$ cat config.mk
export PLATFORM = sky130hd
export DESIGN_NAME = sprite_blitter
export DESIGN_NICKNAME = d
export VERILOG_FILES = /design/src/rtl/sprite_blitter.sv
export SDC_FILE = /design/constraint.sdc
export NUM_CORES = 1
export LEC_CHECK = 0
export ABC_CLOCK_PERIOD_IN_PS = 5380
export CORE_MARGIN = 2
export CORE_UTILIZATION = 43
export CTS_CLUSTER_SIZE = 40
export DETAILED_ROUTE_END_ITERATION = 8
export GPL_TIMING_DRIVEN = 0
export PLACE_DENSITY = 0.81
export RECOVER_POWER = 25
export SLEW_MARGIN = 0
export SYNTH_ARGS = -nofsm -noshare
export SYNTH_HDL_FRONTEND = slang
export SYNTH_SLANG_ARGS = --single-unit
$ cat constraint.sdc
create_clock -name vga_clk -period 5.38 [get_ports vga_clk]
set_clock_uncertainty 0.1 [all_clocks]
set_input_delay 1.076 -clock vga_clk [delete_from_list [all_inputs] [get_ports vga_clk]]
set_output_delay 1.076 -clock vga_clk [all_outputs]
set_load 0.01 [all_outputs]
$ cat src/rtl/sprite_blitter.sv
// sprite_blitter: integer-scaled, animated sprite layer for the VGA pixel path, output registered 2 cycles after the pixel.
// Build option SPRITE_FLIP_EN: when defined flip_x mirrors the sprite horizontally, otherwise flip_x is ignored.
//
// Animation state | meaning
// tick_q          | vs falling edges seen while showing the current frame, 0..FRAME_PERIOD-1
// frame_q         | animation frame selecting the ROM base address, 0..FRAMES-1
// vs_q            | vs sampled last cycle, reference for falling-edge detection
module sprite_blitter #(
    parameter int SPR_W        = 16,
    parameter int SPR_H        = 16,
    parameter int SCALE_SH     = 2,
    parameter int FRAMES       = 4,
    parameter int FRAME_PERIOD = 8,
    parameter int IDX_W        = 2,
    parameter int ADDR_W       = $clog2(FRAMES*SPR_W*SPR_H)
) (
    input  logic              vga_clk,
    input  logic              reset,
    input  logic [9:0]        DrawX,
    input  logic [9:0]        DrawY,
    input  logic              blank,
    input  logic              vs,
    input  logic [9:0]        pos_x,
    input  logic [9:0]        pos_y,
    input  logic              sprite_en,
    input  logic              anim_en,
    input  logic              flip_x,
    input  logic [3:0]        bg_red,
    input  logic [3:0]        bg_green,
    input  logic [3:0]        bg_blue,
    output logic [ADDR_W-1:0] rom_address,
    input  logic [IDX_W-1:0]  rom_q,
    output logic [IDX_W-1:0]  pal_index,
    input  logic [3:0]        pal_red,
    input  logic [3:0]        pal_green,
    input  logic [3:0]        pal_blue,
    output logic [3:0]        red,
    output logic [3:0]        green,
    output logic [3:0]        blue,
    output logic              hit
);

    localparam int FRAME_W  = (FRAMES > 1) ? $clog2(FRAMES) : 1;
    localparam int TICK_W   = (FRAME_PERIOD > 1) ? $clog2(FRAME_PERIOD) : 1;
    localparam int FRAME_SZ = SPR_W * SPR_H;
`ifdef SPRITE_FLIP_EN
    localparam logic FLIP_EN = 1'b1;
`else
    localparam logic FLIP_EN = 1'b0;
`endif

    logic [10:0] dx;
    logic [10:0] dy;
    logic [9:0]  lx_raw;
    logic [9:0]  lx;
    logic [9:0]  ly;
    logic        in_box;

    logic [TICK_W-1:0]  tick_q;
    logic [TICK_W-1:0]  tick_d;
    logic [FRAME_W-1:0] frame_q;
    logic [FRAME_W-1:0] frame_d;
    logic               vs_q;
    logic               vs_fall;

    logic        in_box_q;
    logic        blank_q;
    logic [11:0] bg_q;
    logic [11:0] pix_d;
    logic        hit_d;

    // Bit 10 of the 11-bit difference is the sign: left of / above the sprite is outside the box.
    assign dx     = {1'b0, DrawX} - {1'b0, pos_x};
    assign dy     = {1'b0, DrawY} - {1'b0, pos_y};
    assign lx_raw = dx[9:0] >> SCALE_SH;
    assign ly     = dy[9:0] >> SCALE_SH;
    assign in_box = sprite_en & ~dx[10] & ~dy[10]
                  & (lx_raw < 10'(SPR_W)) & (ly < 10'(SPR_H));
    assign lx     = (FLIP_EN & flip_x) ? (10'(SPR_W - 1) - lx_raw) : lx_raw;

    always_ff @(posedge vga_clk or posedge reset) begin
        if (reset) begin
            tick_q  <= '0;
            frame_q <= '0;
            vs_q    <= 1'b1;
        end else begin
            tick_q  <= tick_d;
            frame_q <= frame_d;
            vs_q    <= vs;
        end
    end

    always_comb begin
        vs_fall = vs_q & ~vs;
        tick_d  = tick_q;
        frame_d = frame_q;
        if (vs_fall && anim_en) begin
            if (tick_q == TICK_W'(FRAME_PERIOD - 1)) begin
                tick_d  = '0;
                frame_d = (frame_q == FRAME_W'(FRAMES - 1)) ? '0 : frame_q + FRAME_W'(1);
            end else begin
                tick_d = tick_q + TICK_W'(1);
            end
        end
    end

    always_comb begin
        rom_address = '0;
        if (in_box)
            rom_address = ADDR_W'(32'(frame_q) * 32'(FRAME_SZ) + 32'(ly) * 32'(SPR_W) + 32'(lx));
    end

    // Delay the per-pixel qualifiers by the ROM's one-cycle read latency.
    always_ff @(posedge vga_clk or posedge reset) begin
        if (reset) begin
            in_box_q <= 1'b0;
            blank_q  <= 1'b0;
            bg_q     <= '0;
        end else begin
            in_box_q <= in_box;
            blank_q  <= blank;
            bg_q     <= {bg_red, bg_green, bg_blue};
        end
    end

    assign pal_index = rom_q;

    always_comb begin
        pix_d = 12'h000;
        hit_d = 1'b0;
        if (!blank_q) begin
            pix_d = 12'h000;
            hit_d = 1'b0;
        end else if (in_box_q && (rom_q != '0)) begin
            pix_d = {pal_red, pal_green, pal_blue};
            hit_d = 1'b1;
        end else begin
            pix_d = bg_q;
            hit_d = 1'b0;
        end
    end

    always_ff @(posedge vga_clk or posedge reset) begin
        if (reset) begin
            red   <= '0;
            green <= '0;
            blue  <= '0;
            hit   <= 1'b0;
        end else begin
            {red, green, blue} <= pix_d;
            hit                <= hit_d;
        end
    end

endmodule

; Word-level counts from Yosys, hierarchy flattened
; Index checks and enable logic that the tools add are counted.
[totals]
ram_bits = 0
register_bits = 33
latchBits = 0
mem_bits_ro = 0
elab_cells = 39
output_inout_bits = 25
mem_count = 0
[op_classes]
order_cmp = 2
n_div = 0
mul = 0
reduce_logical = 4
eq_ne = 2
mux = 7
add_sub_neg = 6
bitwise_logic = 8
n_shift = 0
[op_table]
columns = op, n
row1 = two-way mux 12 bit, 2
row2 = subtractor 10 x 10 -> 11 bit, 2
row3 = "< comparator 8 x 5 -> 1 bit, second input constant", 2
row4 = adder 10 bit, 1
row5 = adder 10 x 8 -> 10 bit, 1
row6 = two-way mux 10 bit, 1
row7 = AND 1 bit, 5
row8 = "adder 3 x 1 -> 3 bit, second input constant", 1
row9 = "== test 3 bit, second input constant", 1
row10 = two-way mux 3 bit, 1
row11 = inverter 1 bit, 3
row12 = "adder 2 x 1 -> 2 bit, second input constant", 1
row13 = "== test 2 bit, second input constant", 1
row14 = logical AND 1 bit, 2
row15 = two-way mux 1 bit, 2
row16 = two-way mux 2 bit, 1
row17 = AND reduction 2 bit, 1
row18 = nonzero test 2 bit, 1

; Depth between registers and ports, before layout
[depth]
ltp_word = 7
ltp_mapped = 14
depth_no_buf = 14

; Worst setup path after synthesis
; Ideal clock, no wire load.
[synth_path]
path_type = input-to-output
from = in pos_x[2]
to = out rom_address[9]
arrival_ps = 3711
cell_stages = 13
slack_ps = 493
n_path_buf = 0
t_required_ps = 4204
cell_sequence = inv_1 ha_1 a21o_1 a31o_4 a22o_2 a311o_1 ha_1 a21o_1 a21oi_1 o21bai_1 a21oi_1 xor2_1 nor3_1
[synth_between]
elab_chain_cells = 7
[synth_rtl]
columns = item, line
row1 = start: declaration, 23  ; input logic [9:0] pos_x,
row2 = subtractor 10 x 10 -> 11 bit (*), 73  ; assign dx = {1'b0, DrawX} - {1'b0, pos_x};
row3 = "parallel branches: the longest is 5 deep, another holds < comparator 8 x 5 -> 1 bit", --
row4 = two-way mux 10 bit (*), 109  ; if (in_box)
row5 = end: declaration, 31  ; output logic [ADDR_W-1:0] rom_address,
; Every way passes the cells marked *.

; Final worst setup path
[layout_path]
from = in pos_x[2]
to = out rom_address[6]
; Same word-level chain as after synthesis.

==> flow_metrics.env <==
export IMPL_clockBufferDepth=2
export IMPL_clock_latency_ps=280
export IMPL_cp_start_kind="primary input"
export IMPL_io_pins=98
export IMPL_worstHoldPathType="flip-flop to flip-flop"
export IMPL_setup_viol_count_final=0
export IMPL_path_max_fanout=9
export IMPL_drt_pass1_iter_count=4
export IMPL_routed_wl_um=5530
export IMPL_die_height_um=77.3
export IMPL_track_usage=0.188
export IMPL_cts_clk_slew_worst_paths_ps=60
export IMPL_reg2reg_depth=4
export IMPL_path_delay_family="compound AO/OA/AOI/OAI gates"
export IMPL_area_growth_pct=55.0
export IMPL_clock_sinks=33
export IMPL_cp_end_kind="output port"
export IMPL_leakage_nw=1.66
export IMPL_cp_data_arrival_time_ps=4150
export IMPL_synth_top_area_cell="dfrtp_1"
export IMPL_p_clk_frac=0.235
export IMPL_stdcell_count=432
export IMPL_rows=26
export IMPL_cts_tree="yes"
export IMPL_status="finished, final reports clean"
export IMPL_grt_pass1_wl_um=9070
export IMPL_required_ps=4200
export IMPL_num_vias=2170
export IMPL_max_cap_viol_count=0
export IMPL_ir_worst_vdd_mv=0.123
export IMPL_start_util=0.450
export IMPL_wl_per_cell_um=12.8
export IMPL_ys_seq_area_frac=0.358
export IMPL_ys_types=45
export IMPL_grt_max_degree=34
export IMPL_min_delay_path_depth=1
export IMPL_tightest_slew_ps=449
export IMPL_grt_overflow=0
export IMPL_ys_warn_count=0
export IMPL_synthFlopType="dfrtp_1"
export IMPL_p_seq_frac=0.363
export IMPL_synth_async_reset_ratio=1.00
export IMPL_synth_top_area_share=0.346
export IMPL_dp_final_hpwl_um=4420
export IMPL_drv_slew=0
export IMPL_drc=0
export IMPL_place_gp_congestion=0.900
export IMPL_rsz0062_at_grt="yes"
export IMPL_vias_per_cell=5.02
export IMPL_syn_inst=252
export IMPL_setup_ws_ps=54.4
export IMPL_min_period_over_period=0.990
export IMPL_ctsHoldBuffers=0
export IMPL_crit_slowest_cell="clkdlybuf4s50_1"
export IMPL_p_comb_frac=0.402
export IMPL_hold_viol=0
export IMPL_period_minus_slack_ps=5330
export IMPL_netlist_area_mm2=0.00231
export IMPL_grt_pass1_vias=2073
export IMPL_synth_nets=352
export IMPL_avgSynthCellArea_um2=9.18
export IMPL_path_class="primary input to output port"
export IMPL_design_core_area_mm2=0.00514
export IMPL_path_buf_inv=5
export IMPL_crit_path_max_incr_delay_ps=450
export IMPL_path_cells="clkdlybuf4s50_1 -> inv_1 -> ha_4 -> a21o_1 -> a31o_4 -> a22o_4 -> a311o_1 -> buf_4 -> a2111oi_4 -> buf_4 -> nand2_4 -> nor3_1 -> dlygate4sd2_1"
export IMPL_ys_top_cells_by_area="dfrtp_1 (35%), ha_1 (14%), nand2_1 (4.7%), a21boi_0 (4.2%), inv_1 (3.9%)"
export IMPL_io_buffers=96
export IMPL_power_switching_share=0.305
export IMPL_synth_edff_count=0
export IMPL_clock_fmax_mhz=188
export IMPL_drive_gt1_frac=0.116
export IMPL_cts_buffers=5
export IMPL_drtIter0Drc=72
export IMPL_die_area_mm2=0.00598
export IMPL_dpl_cell_count=418
export IMPL_ant_nets=0
export IMPL_diodes=0
export IMPL_die_w_um=77.3
export IMPL_htreeDepth=2
export IMPL_p_sw_w=0.000239
export IMPL_power_density_mw_per_mm2=219
export IMPL_relSlewSlack=0.701
export IMPL_antenna_found_initial=0
export IMPL_path_depth=13
export IMPL_place_ws_ps=-728
export IMPL_ys_ff_latch=33
export IMPL_cpMostUsedCell="buf_4"
export IMPL_nets=461
export IMPL_cts_root_buf="clkbuf_8"
export IMPL_internal_power_w=0.000547
-- through the flow --
stage / TNS (ps) / area [um^2] / power [W] / hold WS [ps] / utilization
6_report: 0 / 3580 / 0.000786 / 410 / 0.697
5_1_grt: -26.3 / 3580 / 0.000840 / 426 / 0.697
4_1_cts: 0 / 3510 / 0.000778 / 411 / 0.683
3_5_place_dp: -3290 / 3360 / 0.000575 / 399 / 0.654
3_3_place_gp: -2830 / 3360 / 0.000561 / 393 / 0.654
2_1_floorplan: 0 / 2310 / 0.000472 / 380 / -
-- Yosys cell counts (all sizes together), types with 3 or more instances --
cell type / n
nor2: 17
ha: 26
inv: 24
xnor2: 8
nor3b: 3
mux2: 3
xor2: 5
nand2: 30
o21a: 4
nor3: 10
a211oi: 3
nor2b: 3
dfrtp: 32
nand3: 3
o21ai: 8
a21boi: 13
nand2b: 4
and2: 4
clkbuf: 5
a21oi: 14
a21o: 6
-- worst reg2reg max path: stages (launching register included) --
cell      delay (ps)
dfrtp_1          400
ha_1             200
ha_1             190
nand4b_1         150
mux2_2           350
-- routing by layer --
metal / global-route usage / wire [um] / vias to the layer above / part of all wire
li1: - / - / 1095 / -
met1: 0.247 / 2400 / 995 / 0.43
met2: 0.316 / 2780 / 71 / 0.50
met3: 0.0372 / 279 / 9 / 0.050
met4: 0.0554 / 79 / 0 / 0.014
met5: 0 / 0 / - / 0
-- power groups by stage --
stage | registers (W) | clock network [W] | logic (W)
finish | 0.000285 | 0.000185 | 0.000316
global route | 0.000288 | 0.000201 | 0.000350
CTS | 0.000285 | 0.000191 | 0.000301
detailed placement | 0.000290 | 0 | 0.000285
global placement | 0.000288 | 0 | 0.000273
floorplan | 0.000289 | 0 | 0.000183
-- cell usage in the layout, fill, tap and decap left out, types with 4 or more instances in the layout --
cell,instances
a21oi_2,4
a21oi_1,10
and2_1,4
dlygate4sd2_1,5
nand2b_1,4
dlygate4sd3_1,15
clkbuf_1,7
ha_1,23
dfrtp_1,32
nand2_1,29
buf_4,7
a21boi_0,13
nor3_1,8
o21ai_0,6
nor2_1,17
o21a_1,4
xnor2_1,8
inv_1,24
clkbuf_8,6
a21o_1,6
xor2_1,5
clkdlybuf4s50_1,70
-- flip-flops by register name, indices dropped and copies added, names as in the netlist --
signal and flops:
bg_q 12, blank_q 1, green 4, hit 1, tick_q 3, vs_q 1
red 4, frame_q 2, blue 4, in_box_q 1
-- final timing paths --
| check | from | to | slack, ps |
|---|---|---|---|
| worst max-delay path | pos_x[2] | rom_address[6] | 50 |
| worst min-delay path | tick_q[1]$_DFFE_PP0P_ | tick_q[1]$_DFFE_PP0P_ | 410 |
| worst max register to register | tick_q[0]$_DFFE_PP0P_ | frame_q[1]$_DFFE_PP0P_ | 3880 |
| worst min register to register | tick_q[1]$_DFFE_PP0P_ | tick_q[1]$_DFFE_PP0P_ | 410 |
| max in group asynchronous | reset | bg_q[11]$_DFF_PP0_ | 3600 |
| min in group asynchronous | reset | tick_q[0]$_DFFE_PP0P_ | 1130 |
-- kinds of logic after synthesis --
| logic type | count (synthesis) | share of synthesized area |
|---|---|---|
| and+or+nand+nor | 80 | 0.169 |
| AOI/OAI and AO/OA | 65 | 0.207 |
| DFF | 33 | 0.358 |
| buffers and inverters | 31 | 0.0536 |
| adders and majority gates | 27 | 0.149 |
| xor gates and xnor gates | 13 | 0.0492 |
| muxes | 3 | 0.0146 |
-- final cells by class --
type                       count  area, um^2
fill                         405        1560
buffer                         7        33.8
timing repair buffer         102        1000
tap                           70        87.6
sequential                    33         827
clock buffer                   8        90.1
inverter                      24        90.1
multi-input combinational    188        1450
-- repair_timing --
action	CTS	global route
pin swaps	3	4
setup endpoints to repair	10	6
resized for setup	22	19
buffers inserted	4	1
Note: power is estimated with default switching activity, not from simulation.
